`src/rtl/booth_arb_pkg.sv`:
```
// Shared constants for the Booth multiplier arbiter: FSM encoding and default widths.
package booth_arb_pkg;

  localparam int unsigned STATE_W = 2;

  localparam logic [STATE_W-1:0] S_IDLE  = 2'd0;
  localparam logic [STATE_W-1:0] S_ISSUE = 2'd1;
  localparam logic [STATE_W-1:0] S_WAIT  = 2'd2;
  localparam logic [STATE_W-1:0] S_RESP  = 2'd3;

  localparam int unsigned DEF_NUM_REQ        = 4;
  localparam int unsigned DEF_OP_W           = 8;
  localparam int unsigned DEF_TIMEOUT_CYCLES = 64;

endpackage

```
`src/rtl/rr_arbiter.sv`:
```
// Combinational rotating-priority pick: first asserted req at or after ptr, wrapping.
module rr_arbiter #(
  parameter int unsigned N    = 4,
  parameter int unsigned ID_W = 2
) (
  input  logic [N-1:0]    req,
  input  logic [ID_W-1:0] ptr,
  output logic [N-1:0]    grant_c,
  output logic [ID_W-1:0] idx_c,
  output logic            any_c
);

  logic [ID_W-1:0] pos;

  always_comb begin
    grant_c = '0;
    idx_c   = '0;
    any_c   = 1'b0;
    pos     = '0;
    for (int unsigned k = 0; k < N; k++) begin
      pos = ID_W'((32'(ptr) + k) % N);
      if (!any_c && req[pos]) begin
        any_c        = 1'b1;
        grant_c[pos] = 1'b1;
        idx_c        = pos;
      end
    end
  end

endmodule

```
`src/rtl/booth_mul_arbiter.sv`:
```
// Round-robin front end sharing one sequential Booth multiplier among NUM_REQ clients.
// Optional WAIT-state watchdog enabled by defining BOOTH_ARB_TIMEOUT_EN.
module booth_mul_arbiter
  import booth_arb_pkg::*;
#(
  parameter int unsigned NUM_REQ        = DEF_NUM_REQ,
  parameter int unsigned OP_W           = DEF_OP_W,
  parameter int unsigned TIMEOUT_CYCLES = DEF_TIMEOUT_CYCLES,
  localparam int unsigned ID_W   = $clog2(NUM_REQ),
  localparam int unsigned PROD_W = 2 * OP_W
) (
  input  logic                    clk,
  input  logic                    rst,
  input  logic [NUM_REQ-1:0]      req_valid,
  output logic [NUM_REQ-1:0]      req_ready,
  input  logic [NUM_REQ*OP_W-1:0] req_a,
  input  logic [NUM_REQ*OP_W-1:0] req_b,
  output logic                    rsp_valid,
  input  logic                    rsp_ready,
  output logic [ID_W-1:0]         rsp_id,
  output logic [PROD_W-1:0]       rsp_product,
  output logic                    rsp_err,
  output logic                    busy,
  output logic                    mul_go,
  output logic                    mul_rst,
  output logic [OP_W-1:0]         mul_mpcand,
  output logic [OP_W-1:0]         mul_mplier,
  input  logic                    mul_done,
  input  logic [PROD_W-1:0]       mul_product
);

  if (NUM_REQ < 2 || NUM_REQ > 8 || OP_W == 0 || TIMEOUT_CYCLES == 0) begin : g_bad_params
    $error("booth_mul_arbiter: illegal parameter combination");
  end

  logic [STATE_W-1:0] state;
  logic [STATE_W-1:0] state_next;
  logic [ID_W-1:0]    rr_ptr;
  logic [NUM_REQ-1:0] grant_c;
  logic [ID_W-1:0]    grant_idx_c;
  logic               grant_any_c;
  logic               accept_c;
  logic               timeout_c;

  rr_arbiter #(
    .N    (NUM_REQ),
    .ID_W (ID_W)
  ) u_rr (
    .req     (req_valid),
    .ptr     (rr_ptr),
    .grant_c (grant_c),
    .idx_c   (grant_idx_c),
    .any_c   (grant_any_c)
  );

  // Only IDLE may accept; the grant is the handshake since valid is already set.
  assign accept_c  = (state == S_IDLE) && grant_any_c && !rst;
  assign req_ready = accept_c ? grant_c : '0;

  always_comb begin
    state_next = state;
    case (state)
      S_IDLE:  if (accept_c) state_next = S_ISSUE;
      S_ISSUE: state_next = S_WAIT;
      S_WAIT:  if (mul_done || timeout_c) state_next = S_RESP;
      S_RESP:  if (rsp_ready) state_next = S_IDLE;
      default: state_next = S_IDLE;
    endcase
  end

  always_ff @(posedge clk) begin
    if (rst) begin
      state       <= S_IDLE;
      rr_ptr      <= '0;
      busy        <= 1'b0;
      mul_go      <= 1'b0;
      rsp_valid   <= 1'b0;
      rsp_id      <= '0;
      rsp_product <= '0;
      mul_mpcand  <= '0;
      mul_mplier  <= '0;
    end else begin
      state     <= state_next;
      busy      <= (state_next != S_IDLE);
      mul_go    <= (state_next == S_ISSUE);
      rsp_valid <= (state_next == S_RESP);
      if (accept_c) begin
        mul_mpcand <= req_a[32'(grant_idx_c) * OP_W +: OP_W];
        mul_mplier <= req_b[32'(grant_idx_c) * OP_W +: OP_W];
        rsp_id     <= grant_idx_c;
      end
      // A done pulse beats a simultaneous watchdog expiry.
      if (state == S_WAIT) begin
        if (mul_done) begin
          rsp_product <= mul_product;
        end else if (timeout_c) begin
          rsp_product <= '0;
        end
      end
      if (state == S_RESP && rsp_ready) begin
        rr_ptr <= (rsp_id == ID_W'(NUM_REQ - 1)) ? '0 : rsp_id + ID_W'(1);
      end
    end
  end

`ifdef BOOTH_ARB_TIMEOUT_EN
  localparam int unsigned CNT_W = $clog2(TIMEOUT_CYCLES + 1);

  logic [CNT_W-1:0] wd_cnt;
  logic             abort;

  assign timeout_c = (state == S_WAIT) && (wd_cnt == CNT_W'(TIMEOUT_CYCLES - 1));
  assign mul_rst   = rst | abort;

  // Watchdog: counts WAIT cycles and pulses a multiplier reset on expiry.
  always_ff @(posedge clk) begin
    if (rst) begin
      wd_cnt  <= '0;
      abort   <= 1'b0;
      rsp_err <= 1'b0;
    end else begin
      abort <= timeout_c && !mul_done;
      if (state == S_ISSUE) begin
        wd_cnt <= '0;
      end else if (state == S_WAIT) begin
        wd_cnt <= wd_cnt + CNT_W'(1);
      end
      if (state == S_WAIT) begin
        if (mul_done) begin
          rsp_err <= 1'b0;
        end else if (timeout_c) begin
          rsp_err <= 1'b1;
        end
      end
    end
  end
`else
  assign timeout_c = 1'b0;
  assign mul_rst   = rst;
  assign rsp_err   = 1'b0;
`endif

endmodule
```
`config.mk`:
```
export PLATFORM = sky130hd
export DESIGN_NAME = booth_mul_arbiter
export DESIGN_NICKNAME = d
export VERILOG_FILES = /design/src/rtl/booth_arb_pkg.sv /design/src/rtl/rr_arbiter.sv /design/src/rtl/booth_mul_arbiter.sv
export SDC_FILE = /design/constraint.sdc
export NUM_CORES = 1
export LEC_CHECK = 0
export BUFFER_PORTS_ARGS = -buffer_cell sky130_fd_sc_hd__buf_2
export CAP_MARGIN = 30
export CORE_AREA = 5 5 79 81
export CTS_BUF_LIST = sky130_fd_sc_hd__clkbuf_4
export DETAILED_ROUTE_END_ITERATION = 6
export DIE_AREA = 0 0 84 86
export GPL_TIMING_DRIVEN = 0
export PLACE_DENSITY = 0.82
export SLEW_MARGIN = 15
export SYNTH_ARGS = -nofsm -noshare
export SYNTH_HDL_FRONTEND = slang
export SYNTH_SLANG_ARGS = --single-unit
```
`constraint.sdc`:
```
create_clock -name clk -period 3.57 [get_ports clk]
set_clock_uncertainty 0.2 [all_clocks]
set_input_delay 0.1785 -clock clk [delete_from_list [all_inputs] [get_ports clk]]
set_output_delay 0.1785 -clock clk [all_outputs]
set_load 0.02 [all_outputs]
```
======== Word-level counts from Yosys, hierarchy flattened ========
Cells that the tools add are included.
word-level totals
  flip-flop bits (word level) ............. 41
  input bits .............................. 88
  output and inout bits ................... 43
  logic and storage cells ................. 83
operators by class
  $add $sub $neg .......................... 4
  order comparisons ....................... 8
  equal/unequal tests ..................... 6
  shifts and indexed selects .............. 2
  muxes and demuxes ....................... 34
  bitwise gates (word level) .............. 3
  reductions and logical operators ........ 17
operators with widths
  kind                 number
  $shiftx 32x6->8      2
  $mux 4               5
  $mux 2               8
  $lt 2x3->1 const B   4
  $mux 1               12
  $or 4x4->4           3
  $logic_and 1x1->1    10
  $bmux 1 s2           4
  $demux 1 s2          4
  $eq 2x2->1 const B   4
  $ge 2x1->1 const B   4
  $pmux 2 s4           1
  $add 2x1->2 const B  2
  $add 2x2->2 const B  2
  $eq 2x1->1 const B   2
  $logic_not 1->1      4
  $logic_not 2->1      1
  $reduce_and 2->1     1
  $reduce_bool 2->1    1

======== Depth between registers and ports, before layout ========
Gate-level depths: netlist (run 1).
  depth after elaboration ................. 17
  gate-level depth with buffers ........... 12
  depth with buffers taken out ............ 8

======== Modules after synthesis ========
From an unflattened synthesis (run 1), not the netlist that was laid out.
second synthesis, totals
  cell total of the unflattened synthesis .. 212
  area, all modules ....................... 2242.2 µm²
by module, submodules not included
  module             times used  cells an instance  area each (µm²)  sequential area each (µm²)
  booth_mul_arbiter  1           167                1823.0           820.8
  rr_arbiter         1           45                 419.2            0.0

======== Least setup slack after synthesis (run 1) ========
Ideal clock, no wire load.
  kind .................................... register to register
  start ................................... register rr_ptr[0]
  end ..................................... register mul_mpcand[3]
  library setup time ...................... 0.139 ns
  data arrival time ....................... 2.662 ns
  required time ........................... 3.231 ns
  slack ................................... 0.569 ns
  stages on the path, launching flop included .. 13
  buffers on the path ..................... 4
  cells stage by stage .................... dfxtp_1 > buf_6 > inv_1 > ha_1 > mux4_1 > nor2b_4 > buf_6 > or4_4 > buf_6 > nand2_8 > buf_6 > mux2i_1 > o211ai_2
between the ends
  cells in the longest elaborated chain, start to end .. 14
  elaborated cells on any way between the ends .. 28
RTL lines
  item                                                                  RTL line                  text
  from (decl)                                                           booth_mul_arbiter.sv:38   logic [ID_W-1:0] rr_ptr;
  from (signal assigned)                                                booth_mul_arbiter.sv:101  rr_ptr <= (rsp_id == ID_W'(NUM_REQ - 1)) ? '0 : rsp_id + ID_W'(1);
  parallel branches: the longest is 14 deep, another holds $add 2x1->2  n/a
  to (signal assigned)                                                  booth_mul_arbiter.sv:88   mul_mpcand <= req_a[32'(grant_idx_c) * OP_W +: OP_W];
  to (decl)                                                             booth_mul_arbiter.sv:26   output logic [OP_W-1:0] mul_mpcand,
Parallel ways; which one is timed is not known. The select of a mux whose other input is x is not followed.
A chain may end at the register's enable or synchronous reset.

======== Final worst setup path (run 1) ========
  start ................................... register rr_ptr[0]
  end ..................................... register mul_mpcand[2]
The elaborated chain is that of the path after synthesis.

==> results of run 1 <==
-- worst min path at each step --
stage / start / end / slack, ps / cells after the start
floorplan: mul_product[0] / rsp_product[0] / 110 / 2
global placement: mul_product[14] / rsp_product[14] / 220 / 3
detailed placement: mul_product[7] / rsp_product[7] / 220 / 3
CTS: rsp_ready / rsp_valid / 40 / 4
global route: rsp_ready / rsp_valid / 110 / 4
finish: rsp_ready / rsp_valid / 40 / 4
-- kinds of logic after synthesis --
kind of cell	share of synthesized area [%]
AOI/OAI and AO/OA	27.61
adders and majority gates	4.671
buffers and inverters	6.538
DFF	34.04
muxes	10.74
other	0.1555
and+or+nand+nor	16.24
-- layout make-up --
cell class,count,area share [%]
tap,72,2.214
antenna,3,0.1845
inverter,5,0.4613
multi-input combinational,205,35.24
sequential,41,20.17
buffer,22,3.444
timing repair buffer,209,35.67
clock buffer,5,0.9225
clock inverter,3,1.691
-- what timing repair did --
| action | 4_1_cts | 5_1_grt |
|---|---|---|
| hold buffers | 81 | 0 |
| setup endpoints to repair | 0 | 2 |
| endpoints found under the hold margin | 35 | 0 |
| resized for setup | 0 | 4 |
| setup buffers | 0 | 0 |
-- sequential cells by signal, indices dropped and copies added, names as in the netlist --
signal,cells
mul_go,1
rsp_id,2
rsp_valid,1
rsp_product,16
mul_mplier,8
mul_mpcand,8
busy,1
state,2
rr_ptr,2
-- placed cells by master, fill, tap and decap left out, types with 2 or more instances in the layout --
cell type,instances
a21oi_1,22
a22oi_1,4
dlygate4sd3_1,81
mux2i_1,21
bufinv_16,2
nor3_1,2
o21a_1,16
buf_4,2
o221ai_1,16
diode_2,3
nor2b_1,3
buf_6,4
dfxtp_1,41
o21ai_0,2
ha_1,9
a221oi_1,4
nand2b_1,2
inv_1,5
clkbuf_4,5
o211ai_2,10
nor2_1,17
clkbuf_1,11
buf_2,130
o211ai_1,6
mux4_2,2
nand2_1,52
-- where the power goes --
group / switching [mW] / total, mW / internal, mW
sequential: 0.0282 / 0.532 / 0.503
combinational: 0.246 / 0.461 / 0.215
clock: 0.170 / 0.390 / 0.220
total: 0.445 / 1.38 / 0.938
-- routing by layer --
metal  GRT usage (%)  share of wire [%]
met4           18.27                5.7
met5               0                  0
met1           26.81                 37
met3           9.030                8.7
met2           46.71                 49
-- per-stage QoR --
| stage | setup WS (ps) | cell area, um^2 |
|---|---|---|
| 3_3_place_gp | 286.8 | 3142 |
| 4_1_cts | 194.3 | 4059 |
| 6_report | 196.6 | 4069 |
| 5_1_grt | 60.92 | 4066 |
| 3_5_place_dp | 214.3 | 3142 |
| 2_1_floorplan | 569.3 | 2411 |
-- worst max-delay path, stage by stage (launching register included) --
cell and delay [ps]:
dfxtp_1 500, buf_6 200, inv_1 100, ha_1 390, mux4_2 350, nor2b_4 60
buf_6 130, or4_4 470, buf_6 160, nand2_8 90, buf_12 150, mux2i_1 350
o211ai_2 110
==> out/metrics.csv, run 1 <==
stage;metric;value;unit
sta;period_share;94.49;%
setup_path;cp_max_fo;10;
final_layout;layout-drive-gt1-share;33.47;%
global_routing;grt_max_degree;15;
place;place.gp.congestion;0.9396;
final_layout;postLayoutCoreUtil;75.28;%
floorplan;start_util;44.61;%
power_and_ir_drop;peakVddDrop;0.2365;mV
setup_path;crit_end;mul_mpcand[2];
yosys;async_flop_share;0;%
place;port_buffers;128;
setup_path;r2r_setup_slack;200;ps
setup_path;cp.arrival;3420;ps
setup_path;r2r_start;rr_ptr[0];
final_layout;multi_input_area;1434;um^2
cts;cts-root-buf;clkbuf_4;
cts;cts_tree;yes;
setup_path;startpoint_type;flip-flop;
sta;final-setup-viol-count;0;
yosys;syn-cell-area;2411;um^2
route;wirelength;9.752;mm
floorplan;die_h;86;um
setup_path;worstPathRequired;3620;ps
setup_path;path_class;flip-flop to flip-flop;
place;dp_cells;473;
sta;hold_violations;0;
sta;setup_tns;0;ps
global_routing;antenna_found_initial;2;
yosys;synth_most_common_cell;nand2_1;
global_routing;grt_use_total;26.68;%
floorplan;fp.coreArea;5405;um^2
floorplan;io_pins;131;
run_status;outcome;finished clean;
yosys;synthFlopType;dfxtp_1;
sta;rsz0062_at_grt;false;
setup_path;endpoint_kind;flip-flop;
cts;path_clk_slew;140;ps
route;vias_per_cell;5.359;
floorplan;num_rows;27;
sta;tightest_slew;731.5;ps
cts;cts.sinks;41;
yosys;netlist.area_leader.share;34.04;%
yosys;synth_nets;370;
place;dp_hpwl;5.739;mm
yosys;synthCells;273;
sta;max_freq;296.4;MHz
final_layout;syn2layout_area_growth;68.76;%
setup_path;reg2reg_depth;12;
final_layout;fin_cells;565;
route;drt_pass1_iterations;4;
yosys;synth-edff-count;0;
yosys;ys_types;42;
floorplan;die_x;84;um
yosys;synth_warnings;0;
sta;min_period;3373;ps
power_and_ir_drop;power_density;339.9;nW/um^2
sta;finalMaxSlewViolations;0;
flow_run;drv_cap;0;
route;wire_per_inst;17.26;um
sta;relSlewSlack;51.23;%
global_routing;grt_pass1_vias;3247;
route;first_iter_violations;137;
yosys;syn_avg_cell_area;8.832;um^2
yosys;synth_seq_cells;41;
cts;cts_made_buffers;5;
setup_path;worst_r2r_endpoint;mul_mpcand[2];
floorplan;die_area;7224;um^2
yosys;seq_area_frac_synth;34.04;%
yosys;synth.top_cells.by_area;dfxtp_1, mux2i_1, nand2_1;
yosys;synth_common_cells;nand2_1, dfxtp_1, a21oi_1;
final_layout;layout.nets;586;
hold_path;hold_class;input port to flip-flop;
power_and_ir_drop;p_leak;1.842;nW
cts;clockBufferDepth;2;
yosys;yosysTopAreaCell;dfxtp_1;
route;detail-route-antenna-nets;0;
sta;hold_slack;38.37;ps
power_and_ir_drop;total_power;1.383;mW
cts;htreeDepth;2;
final_layout;fillers;371;
route;num_vias;3028;
route;drc;0;
final_layout;ff_latch_area;820.8;um^2
setup_path;crit_path_start;rr_ptr[0];
cts;clock_latency;360;ps
global_routing;overflow;0;
global_routing;grt_first_pass_wirelength;15.55;mm
Power figures use the tool's default switching activity.
==> run 2: changes to the inputs <==
REMOVE_ABC_BUFFERS = 1   (was not set)
==> out/metrics.csv, run 2 (synthesized netlist as in run 1, its figures left out) <==
stage;metric;value;unit
run_status;outcome;finished clean;
final_layout;antennaDiodeCount;0;
power_and_ir_drop;p_leak;1.760;nW
sta;hold_violations;0;
final_layout;top_register;rsp_product;
floorplan;start_util;44.61;%
setup_path;path_class;flip-flop to flip-flop;
power_and_ir_drop;pwr-share-clk;19.4;%
floorplan;die_area;7224;um^2
final_layout;mostFrequentLayoutCells;buf_2, dlygate4sd3_1, nand2_1;
place;place.gp.congestion;0.8583;
power_and_ir_drop;swShare;35.32;%
cts;cts_setup_buffers;0;
setup_path;crit_chain;inv_1 > ha_1 > mux4_1 > nor2b_4 > or4_4 > nand2_8 > mux2i_1 > o211ai_2;
route;vias_per_cell;5.617;
route;drc;0;
flow_run;drv_cap;0;
sta;relSlewSlack;35.53;%
sta;max_freq;294.9;MHz
sta;tightest_slew;940.1;ps
final_layout;largest_reg_flops;16;
route;drt_pass1_iterations;4;
place;port_buffers;129;
place;dp_hpwl;5.422;mm
final_layout;top_regs;rsp_product (16), mul_mpcand (8), mul_mplier (8);
setup_path;cp.arrival;3390;ps
power_and_ir_drop;comb_power_share;36.4;%
cts;cts_tree;yes;
global_routing;overflow;0;
route;wire_per_inst;18.35;um
cts;cts-root-buf;clkbuf_4;
floorplan;die_h;86;um
setup_path;cp_max_fo;32;
cts;cts_made_buffers;5;
setup_path;crit_path_top_delay_cell;or4_4;
power_and_ir_drop;p_sw;0.4273;mW
route;first_iter_violations;180;
final_layout;layout_commonest_cell;buf_2;
final_layout;final_area;3881;um^2
floorplan;num_rows;27;
power_and_ir_drop;seqPwrFrac;44.2;%
global_routing;antenna_found_initial;0;
hold_path;hold_class;input port to flip-flop;
setup_path;cp_top_family;simple AND/OR/NAND/NOR gates;
cts;path_clk_slew;130;ps
cts;htreeDepth;2;
sta;rsz0062_at_grt;false;
floorplan;die_x;84;um
power_and_ir_drop;p_int;0.7826;mW
route;detail-route-antenna-nets;0;
cts;cts.sinks;41;
floorplan;io_pins;131;
sta;finalMaxSlewViolations;0;
route;wirelength;9.907;mm
setup_path;worstPathRequired;3570;ps
final_layout;layout-drive-gt1-share;33.55;%
route;num_vias;3033;
cts;clockBufferDepth;2;
setup_path;slowest_delay;650;ps
global_routing;grt_use_total;26.78;%
final_layout;syn2layout_area_growth;60.98;%
sta;setup_tns;0;ps
setup_path;endpoint_kind;flip-flop;
power_and_ir_drop;power_density;311.7;nW/um^2
setup_path;cp_num_buf_inv;1;
power_and_ir_drop;peakVddDrop;0.2638;mV
sta;period_share;94.99;%
global_routing;grt_max_degree;33;
sta;min_period;3391;ps
cts;clock_latency;340;ps
sta;final-setup-viol-count;0;
global_routing;grt_pass1_vias;2998;
final_layout;fillers;369;
final_layout;layout.nets;564;
place;dpl-instance-area;3027;um^2
global_routing;grt_first_pass_wirelength;15.55;mm
floorplan;fp.coreArea;5405;um^2
setup_path;startpoint_type;flip-flop;
[run 2: cell types whose count changed in the layout (fill, tap and decap cells not counted), sizes merged]
cell	before	now
clkbuf	17	6
inv	6	5
bufinv	2	0
buf	138	130
clkinv	0	2
diode	3	0
dlygate4sd3	81	79
[run 2: cell type report]
cell class                      instances  area [um^2]  area share (%)
Multi-Input combinational cell        205         1448           37.30
Tap cell                               72        90.09           2.321
Sequential cell                        41        822.0           21.18
Inverter                                5        18.77          0.4836
Clock inverter                          2        10.01          0.2579
Clock buffer                            6        45.04           1.161
Timing Repair Buffer                  209         1448           37.30
[run 2: power by group through the flow]
stage	Clock, mW	Combinational [mW]	Sequential (mW)
detailed placement	0	0.352	0.541
finish	0.235	0.440	0.535
global placement	0	0.341	0.537
global route	0.258	0.468	0.541
floorplan	0	0.157	0.590
CTS	0.242	0.420	0.530
[run 2: timing repair]
item | in CTS | in global routing
hold buffers | 79 | 0
resized for setup | 2 | 0
endpoints found under the hold margin | 32 | 0
setup endpoints to repair | 16 | 0
[run 2: worst paths after layout]
kind              slack (ps)       startpoint  depth (start not counted)               to
setup / recovery         180        rr_ptr[0]                          8    mul_mpcand[3]
hold / removal            30        req_b[28]                          3    mul_mplier[4]
setup reg to reg         180        rr_ptr[0]                          8    mul_mpcand[3]
hold reg to reg          260  rsp_product[15]                          2  rsp_product[15]
[run 2: metal layers]
layer | wire length [um] | up-vias | GRT usage (%)
met5 | 0 | - | 0
met4 | 314 | 0 | 9.649
met3 | 1155 | 30 | 8.934
met2 | 4637 | 230 | 45.55
met1 | 3799 | 1393 | 31.54
li1 | - | 1380 | -
[run 2: worst reg2reg max path, delay by kind of cell (launching register included)]
kind            cells  cell delay, ps
compound gates      1             130
buf+inv             1             170
simple gates        3            1070
flops               1             570
mux                 2             710
fa+ha+maj           1             420
[run 2: per-stage QoR]
step                utilization (%)  hold WS, ps  power (mW)  worst slack, ps  std cells
floorplan                         -        47.57      0.7465            474.8        251
global placement              55.65        219.6      0.8782           -385.9        452
detailed placement            56.00        226.7      0.8922           -292.8        453
CTS                           71.81        26.37       1.193            234.5        540
global route                  71.81        45.45       1.267            65.43        540
finish                        71.81        26.96       1.210            179.0        540
